`src/rtl/usart_pkg.sv`:
```
// ---------------------------------------------------------------------------
// usart_pkg
//   Shared constants and types for the USART blocks (receiver, transmitter
//   and their byte buffers).
//   - USART_CLK_FREQ / USART_BAUD_RATE / USART_DATA_BIT : default settings
//   - USART_CLKS_PER_BIT : system clocks per serial bit time
//   - usart_byte_t       : one character at the default width
// ---------------------------------------------------------------------------
package usart_pkg;

  localparam int unsigned USART_CLK_FREQ  = 50_000_000;
  localparam int unsigned USART_BAUD_RATE = 115_200;
  localparam int unsigned USART_DATA_BIT  = 8;

  // Rounded to the nearest clock so the bit-centre sample drifts least.
  localparam int unsigned USART_CLKS_PER_BIT =
    (USART_CLK_FREQ + (USART_BAUD_RATE / 2)) / USART_BAUD_RATE;

  typedef logic [USART_DATA_BIT-1:0] usart_byte_t;

endpackage : usart_pkg

```
`src/rtl/usart_byte_fifo.sv`:
```
// ---------------------------------------------------------------------------
// usart_byte_fifo
//   Generic synchronous show-ahead FIFO. The head entry is held in a
//   register so rd_data is valid in the same cycle rd_valid is high.
//   A push into a full FIFO is still accepted when a pop happens in the
//   same cycle; otherwise it is dropped and reported on 'drop'.
//
//   Stream handshake: an entry moves when rd_valid && rd_ready are both
//   high at a rising clk edge. rd_valid never depends on rd_ready, and
//   rd_data is stable while rd_valid is high and rd_ready is low.
//
// Ports
//   clk, reset        : clock, synchronous active-high reset
//   push, wr_data     : write request and its data
//   rd_data, rd_valid : head entry and non-empty indication
//   rd_ready          : consumer takes the head entry this cycle
//   level             : occupancy, 0..DEPTH
//   full, empty       : level==DEPTH, level==0
//   drop              : push this cycle is rejected (full, no pop)
// ---------------------------------------------------------------------------
module usart_byte_fifo #(
  parameter int W      = 8,
  parameter int DEPTH  = 16,
  parameter int ADDR_W = 4
) (
  input  logic              clk,
  input  logic              reset,
  input  logic              push,
  input  logic [W-1:0]      wr_data,
  output logic [W-1:0]      rd_data,
  output logic              rd_valid,
  input  logic              rd_ready,
  output logic [ADDR_W:0]   level,
  output logic              full,
  output logic              empty,
  output logic              drop
);

  localparam logic [ADDR_W:0] FULL_LVL = (ADDR_W + 1)'(DEPTH);

  logic [W-1:0]      mem_q [DEPTH];
  logic [ADDR_W-1:0] wr_ptr_q, wr_ptr_d;
  logic [ADDR_W-1:0] rd_ptr_q, rd_ptr_d;
  logic [ADDR_W:0]   level_q,  level_d;
  logic [W-1:0]      head_q,   head_d;

  logic              pop;
  logic              push_acc;
  logic [ADDR_W-1:0] rd_next;

  assign empty    = (level_q == '0);
  assign full     = (level_q == FULL_LVL);
  assign rd_valid = !empty;
  assign rd_data  = head_q;
  assign level    = level_q;

  assign pop      = rd_valid && rd_ready;
  assign push_acc = push && (!full || pop);
  assign drop     = push && full && !pop;
  assign rd_next  = rd_ptr_q + 1'b1;

  always_comb begin
    wr_ptr_d = wr_ptr_q;
    rd_ptr_d = rd_ptr_q;
    level_d  = level_q;
    head_d   = head_q;

    if (push_acc) begin
      wr_ptr_d = wr_ptr_q + 1'b1;
    end
    if (pop) begin
      rd_ptr_d = rd_next;
    end

    case ({push_acc, pop})
      2'b10:   level_d = level_q + 1'b1;
      2'b01:   level_d = level_q - 1'b1;
      default: level_d = level_q;
    endcase

    // Head register update. When the FIFO is empty after any pop, the
    // incoming byte becomes the head directly (covers the empty push and
    // the level==1 pass-through). Otherwise a pop exposes the next stored
    // entry; with level>=2 that slot is never the one being written, even
    // when full (wr_ptr==rd_ptr then, and DEPTH>=2).
    if (push_acc && (empty || (level_q == 1 && pop))) begin
      head_d = wr_data;
    end else if (pop) begin
      head_d = mem_q[rd_next];
    end
  end

  always_ff @(posedge clk) begin
    if (reset) begin
      wr_ptr_q <= '0;
      rd_ptr_q <= '0;
      level_q  <= '0;
      head_q   <= '0;
    end else begin
      wr_ptr_q <= wr_ptr_d;
      rd_ptr_q <= rd_ptr_d;
      level_q  <= level_d;
      head_q   <= head_d;
    end
  end

  // Storage is deliberately not reset.
  always_ff @(posedge clk) begin
    if (!reset && push_acc) begin
      mem_q[wr_ptr_q] <= wr_data;
    end
  end

endmodule : usart_byte_fifo

```
`src/rtl/usart_rx_fifo.sv`:
```
// ---------------------------------------------------------------------------
// usart_rx_fifo
//   Receive-side byte buffer behind the USART receiver. Each level change
//   on rx_toggle marks a new byte on rx_data; the byte is captured and
//   queued, then offered to the consumer on a valid/ready stream.
//
//   Stream handshake: m_data transfers when m_valid && m_ready are high at
//   a rising clk edge; m_valid does not depend on m_ready.
//
// Ports
//   clk, reset  : clock, synchronous active-high reset
//   rx_data     : byte from receiver, stable whenever rx_toggle changes
//   rx_toggle   : every level change is one new byte
//   m_data      : head byte, valid while m_valid=1
//   m_valid     : FIFO non-empty
//   m_ready     : consumer accepts m_data this cycle
//   level       : occupancy 0..DEPTH
//   full        : level==DEPTH
//   overflow    : sticky, a byte was dropped
//   ovf_clr     : clears overflow (a same-cycle drop wins)
// ---------------------------------------------------------------------------
module usart_rx_fifo
  import usart_pkg::*;
#(
  parameter int DATA_BIT = USART_DATA_BIT,
  parameter int DEPTH    = 16,
  parameter int ADDR_W   = 4
) (
  input  logic                clk,
  input  logic                reset,
  input  logic [DATA_BIT-1:0] rx_data,
  input  logic                rx_toggle,
  output logic [DATA_BIT-1:0] m_data,
  output logic                m_valid,
  input  logic                m_ready,
  output logic [ADDR_W:0]     level,
  output logic                full,
  output logic                overflow,
  input  logic                ovf_clr
);

  logic                tog_q,  tog_d;
  logic                push_q, push_d;
  logic [DATA_BIT-1:0] data_q, data_d;
  logic                ovf_q,  ovf_d;

  logic                push_req;
  logic                fifo_empty;
  logic                fifo_drop;

  assign push_req = (rx_toggle != tog_q);
  assign overflow = ovf_q;

  // The detected edge and its byte are registered before entering the
  // FIFO; this is the single cycle of latency seen at the output.
  always_comb begin
    tog_d  = rx_toggle;
    push_d = push_req;
    data_d = push_req ? rx_data : data_q;

    ovf_d = ovf_q;
    if (ovf_clr) begin
      ovf_d = 1'b0;
    end
    if (fifo_drop) begin
      ovf_d = 1'b1;
    end
  end

  always_ff @(posedge clk) begin
    if (reset) begin
      // Load the live toggle level so a level present at reset is not a byte.
      tog_q  <= rx_toggle;
      push_q <= 1'b0;
      data_q <= '0;
      ovf_q  <= 1'b0;
    end else begin
      tog_q  <= tog_d;
      push_q <= push_d;
      data_q <= data_d;
      ovf_q  <= ovf_d;
    end
  end

  usart_byte_fifo #(
    .W      (DATA_BIT),
    .DEPTH  (DEPTH),
    .ADDR_W (ADDR_W)
  ) u_fifo (
    .clk      (clk),
    .reset    (reset),
    .push     (push_q),
    .wr_data  (data_q),
    .rd_data  (m_data),
    .rd_valid (m_valid),
    .rd_ready (m_ready),
    .level    (level),
    .full     (full),
    .empty    (fifo_empty),
    .drop     (fifo_drop)
  );

endmodule : usart_rx_fifo

```
`config.mk`:
```
export PLATFORM = sky130hd
export DESIGN_NAME = usart_rx_fifo
export DESIGN_NICKNAME = d
export VERILOG_FILES = /design/src/rtl/usart_pkg.sv /design/src/rtl/usart_byte_fifo.sv /design/src/rtl/usart_rx_fifo.sv
export SDC_FILE = /design/constraint.sdc
export NUM_CORES = 1
export LEC_CHECK = 0
export ABC_AREA = 1
export BUFFER_PORTS_ARGS = -buffer_cell sky130_fd_sc_hd__buf_4
export CORE_MARGIN = 4
export CORE_UTILIZATION = 55
export DETAILED_ROUTE_END_ITERATION = 12
export GPL_TIMING_DRIVEN = 0
export PLACE_DENSITY = 0.77
export SLEW_MARGIN = 20
export SYNTH_ARGS = -nofsm -noshare
export SYNTH_HDL_FRONTEND = slang
export SYNTH_SLANG_ARGS = --single-unit
```
`constraint.sdc`:
```
create_clock -name clk -period 4.2 [get_ports clk]
set_clock_uncertainty 0.05 [all_clocks]
set_input_delay 0.42 -clock clk [delete_from_list [all_inputs] [get_ports clk]]
set_output_delay 0.42 -clock clk [all_outputs]
set_load 0.05 [all_outputs]
```
== After elaboration in Yosys (flattened, before gate mapping) ==
Memories as Yosys holds them, arrays and structs flattened.
Index checks and enable logic that the tools add are counted.
Word-level totals
  register bits: 32
  memory bits (writable): 128
  output and inout bits: 16
  logic and storage cells: 42
  memories kept: 1
Cells by class
  $add $sub $neg: 4
  equality and inequality tests: 5
  multiplexer cells: 7
  reductions and logical operators: 17
Memory list
  u_fifo.mem_q: depth 16, width 8, rd ports 1, clocked after Yosys merged registers in 0, write ports 1, line usart_byte_fifo.sv:41  | logic [W-1:0] mem_q [DEPTH];
Operators with widths (count)
  $mux W8: 2
  $pmux W5 S2: 1
  $add A4 B1 Y4 const B: 2
  $logic_and A1 B1 Y1: 7
  $reduce_bool A2 Y1: 3
  $add A5 B1 Y5 const B: 1
  $eq A5 B1 Y1 const B: 1
  $eq A5 B5 Y1 const B: 1
  $logic_not A5 Y1: 1
  $sub A5 B1 Y5 const B: 1
  $logic_not A1 Y1: 4
  $mux W1: 4
  $eq A2 B1 Y1 const B: 1
  $eq A2 B2 Y1 const B: 1
  $logic_or A1 B1 Y1: 2
  $ne A1 B1 Y1: 1

== Logic depth before layout (Yosys ltp) ==
  depth after elaboration: 8
  depth in mapped cells: 12
  mapped depth without buffers: 12

== By module ==
Synthesis repeated with hierarchy kept, for this count alone.
Second synthesis, totals
  cell total of the unflattened synthesis: 740
  area, all modules: 7158.1 um^2
By module, submodules not included
  usart_byte_fifo: times used 1, cells an instance 677, area each 6729.0 um^2, sequential area each 4264.1 um^2
  usart_rx_fifo: times used 1, cells an instance 63, area each 429.2 um^2, sequential area each 220.2 um^2

== Worst setup path before layout ==
OpenSTA, ideal clock, no wires.
  path kind: register to register
  start: register u_fifo.level_q[0] (netlist: u_fifo.level[0])
  end: register u_fifo.level_q[2] (netlist: u_fifo.level[2])
  arrival: 2.667 ns
  data required time: 4.028 ns
  slack: 1.361 ns
  cell stages (with the launch flop): 11
  clock period less this slack: 2.839 ns
  path through: dfxtp_1 -> inv_1 -> ha_1 -> nand3_1 -> nand2_1 -> inv_1 -> ha_1 -> nor2_1 -> o21ai_0 -> o21ai_0 -> a21oi_1
Between the ends
  word-level cells in the longest chain between the ends: 7
Ends and longest elaborated chain
  from (decl): line usart_byte_fifo.sv:44  | logic [ADDR_W:0] level_q, level_d;
  from (signal assigned): line usart_byte_fifo.sv:102  | level_q <= level_d;
  $logic_not A5 Y1 *: line usart_byte_fifo.sv:51  | assign empty = (level_q == '0);
  $logic_not A1 Y1 *: line usart_byte_fifo.sv:53  | assign rd_valid = !empty;
  via m_valid: line usart_rx_fifo.sv:34  | output logic m_valid,
  $logic_and A1 B1 Y1 *: line usart_byte_fifo.sv:57  | assign pop = rd_valid && rd_ready;
  via u_fifo.pop: line usart_byte_fifo.sv:47  | logic pop;
  $logic_or A1 B1 Y1: line usart_byte_fifo.sv:58  | assign push_acc = push && (!full || pop);
  $logic_and A1 B1 Y1: line usart_byte_fifo.sv:58
  $eq A2 B1 Y1 or $eq A2 B2 Y1 (tied branches): line usart_byte_fifo.sv:75  | case ({push_acc, pop})
  $pmux W5 S2 or $reduce_bool A2 Y1 (tied branches)
The timed path passes the listed nets; every way through them passes the cells marked *.
A chain may end at the register's enable or synchronous reset.

== Final worst setup path ==
  start: register u_fifo.level_q[0] (netlist: u_fifo.level[0])
  end: memory u_fifo.mem_q[15][1] (enable)
Between the ends
  word-level cells in the longest chain between the ends: 8
Ends and longest elaborated chain
  $logic_not A5 Y1: line usart_byte_fifo.sv:51
  $logic_not A1 Y1: line usart_byte_fifo.sv:53
  $logic_and A1 B1 Y1: line usart_byte_fifo.sv:57
  $logic_or A1 B1 Y1 *: line usart_byte_fifo.sv:58
  $logic_and A1 B1 Y1 *: line usart_byte_fifo.sv:58
  $logic_and A1 B1 Y1 *: line usart_byte_fifo.sv:109  | if (!reset && push_acc) begin
  $mux W1 *: line usart_byte_fifo.sv:109
  $mux W1 (not written as such) *: line usart_byte_fifo.sv:110  | mem_q[wr_ptr_q] <= wr_data;
  to (decl): line usart_byte_fifo.sv:41
Every way passes the cells marked *; elsewhere a longest branch is shown, timed or not.

==> metrics.txt <==
clock transition at the registers of the reported paths 0.06 ns; Post-synth top cells 226 x nand2_1, 128 x edfxtp_1, 100 x nand3_1; type of origin of the critical path flip-flop; floorplan core area 0.0126 mm^2; I/O pin count 29; pwr/cell area 703 mW/mm^2; Seq/Total Area, Yosys 0.636; mux contribution to synthesized area 0; All-Layer GR Usage 0.229; Synth Warn # 0; critical path required time 4.20 ns; top post-synthesis cells by area edfxtp_1 55%, nand2_1 12%, dfxtp_1 9.1%, nand3_1 7.1%, inv_1 5.3%; main combinational cell family by area after synthesis simple AND/OR/NAND/NOR gates; Yosys top cell by area edfxtp_1; Crit-path slowest cell nor3_2; Achievable Freq 386 MHz; DIE WIDTH 121 um; worst reg-to-reg setup slack 1.61 ns; WHS 0.0601 ns; per-cell routed wire length 16.9 um; Rel. slew slack 0.446; Worst R2R Path Depth 8; largest net degree at the start of global routing 18; fin crit share 0.617; WL final 16.1 mm; worst hold path class in -> reg; DR pass1 iterations 5; H-tree levels 4; hold depth 1; synthesis-to-finish area growth 15.4%; via count 5108; Fillers 940; fin cells 950; Antenna Cells 0; top cell type's share of synthesized area 0.545; global placer's final weighted congestion 0.901; vias in the first global route 4852; most frequent cell after synthesis nand2_1; Largest stage delay, worst path 0.65 ns; synthesized area per cell 9.80 um^2; final setup fails 0; Leak Pwr 3.42 nW; MaxCap Viol Count 0; FP Rows 41; share of layout cells above drive strength 1 0.123; Post-Route Setup TNS 0 ns; root buf cell clkbuf_16; clk buf depth 2; setup bufs post-CTS 0; DRC 0; most frequent cell on the critical path inv_1; CP Class reg -> reg; Crit Reg-Reg Startpoint u_fifo.level[0]; Final Hold Vio Count 0; Initial Util 0.561; hold buffer count at cts 0; adder-cell share of the synthesized area 0.0178; max-slew violations 0; fin crit period 2.59 ns; fin nets 788; worst slew pin tran 0.828 ns; hold_sp rx_toggle; ys flop type edfxtp_1; Worst VDD drop 0.335 mV; Mapped Area 0.00705 mm^2; die height 121 um; IO Port Bufs 27; post-CTS sizing 0; initial DRC count 599; first-pass GRT wire length 25.0 mm; RSZ-0062 raised after global routing no; R2R Path End u_fifo.mem_q[15][1]; Synth Instances 719; synth unique cells 31; Multi-input gate area 0.00208 mm^2; CP Data Arrival Time 2.60 ns; die area 0.0147 mm^2; number of clock sinks 160; TritonCTS Buffers 17; CP Cell Sequence inv_1, ha_1, nand4_1, nand2_2, inv_1, buf_2, nand2_1, nor3_2; Yosys reg bits 160; Final ANT Viol Nets 0; cell total after placement 918; WHS Endpoint tog_q; complex-gate fraction of the synthesized area 0.0405; Post-Synth Simple-Gate Area 0.220; post-synth net total 742; CTS tree done; status finished, final reports clean; clock latency on the worst-skew pair 0.43 ns; number of enable flip-flop cells after synthesis 128; Crit. End Element flip-flop; Vias/cell 5.38; hpwl dp 10.9 mm; Worst Path Max Fanout 10; Seq. cell area 0.00448 mm^2; GRT overflow 0; initial antenna violation count 0; post-synthesis xor/xnor area fraction 0.0110; FFs w/ async S/R, synth 0
cells in the final DEF (no fill, tap or decap), drive strengths merged:
cell type and count:
nor2 25, o21a 1, nand4 2, clkinv 3, buf 44, nand3 101, clkinvlp 5, a211oi 8
nand2 230, xor2 3, o21ai 14, ha 10, nor3 9, edfxtp 128, a21oi 21, clkbuf 32
o211ai 1, xnor2 2, a32oi 1, bufinv 5, inv 101, dfxtp 32
power breakdown:
| part | switching (mW) | internal [mW] |
|---|---|---|
| Sequential | 0.119 | 1.82 |
| Clock | 0.581 | 1.05 |
| Combinational | 1.50 | 0.649 |
| Total | 2.20 | 3.51 |
through the flow:
stage / total power, mW / util / cell area, um^2 / setup slack (ns)
floorplan: 3.43 / - / 7050 / 1.36
detailed placement: 4.08 / 0.595 / 7480 / 1.29
CTS: 5.70 / 0.645 / 8110 / 1.27
finish: 5.71 / 0.647 / 8130 / 1.61
global route: 6.00 / 0.647 / 8130 / 1.46
global placement: 4.03 / 0.594 / 7460 / 1.37
worst max path at each step:
stage	start	to	slack (ns)	depth (start not counted)
final	u_fifo.level[0]	u_fifo.mem_q[15][1]	1.61	8
after global routing	u_fifo.level[0]	u_fifo.mem_q[15][6]	1.46	8
after global placement	u_fifo.level[0]	u_fifo.mem_q[15][7]	1.37	8
after floorplan	u_fifo.level[0]	u_fifo.level[2]	1.36	10
after CTS	u_fifo.level[0]	u_fifo.mem_q[7][1]	1.27	8
after detailed placement	u_fifo.level[0]	u_fifo.mem_q[7][2]	1.29	8
worst max-delay path: cells and delay by family (launching register included):
family        cells  cell delay, ns
simple gates      4            1.08
fa+ha+maj         1            0.26
flops             1            0.39
buf+inv           3            0.42
sequential cells by signal (all words and copies together) (netlist names):
| signal | count |
|---|---|
| data_q | 8 |
| overflow | 1 |
| push_q | 1 |
| tog_q | 1 |
| u_fifo.level | 5 |
| u_fifo.mem_q | 128 |
| u_fifo.rd_data | 8 |
| u_fifo.rd_ptr_q | 4 |
| u_fifo.wr_ptr_q | 4 |
cell type report:
class                   instances  area share
well taps                     172      0.0265
multi-input cells             428       0.255
flip-flops and latches        160       0.551
clock inverters                12      0.0234
plain buffers                  29      0.0177
clock buffers                  20      0.0537
repair buffers                 27      0.0249
inverters                     102      0.0471
logic make-up after synthesis:
group	Yosys count
DFF	160
and+or+nand+nor	367
buffers and inverters	131
xor gates and xnor gates	5
AOI/OAI and AO/OA	46
adders and majority gates	10
metal layers:
metal / global-route usage / wire (um)
met1: 0.300 / 6490
met2: 0.366 / 7770
met3: 0.0471 / 1270
met4: 0.114 / 549
met5: 0 / 0
No activity file was read; power rests on OpenSTA's default activity.
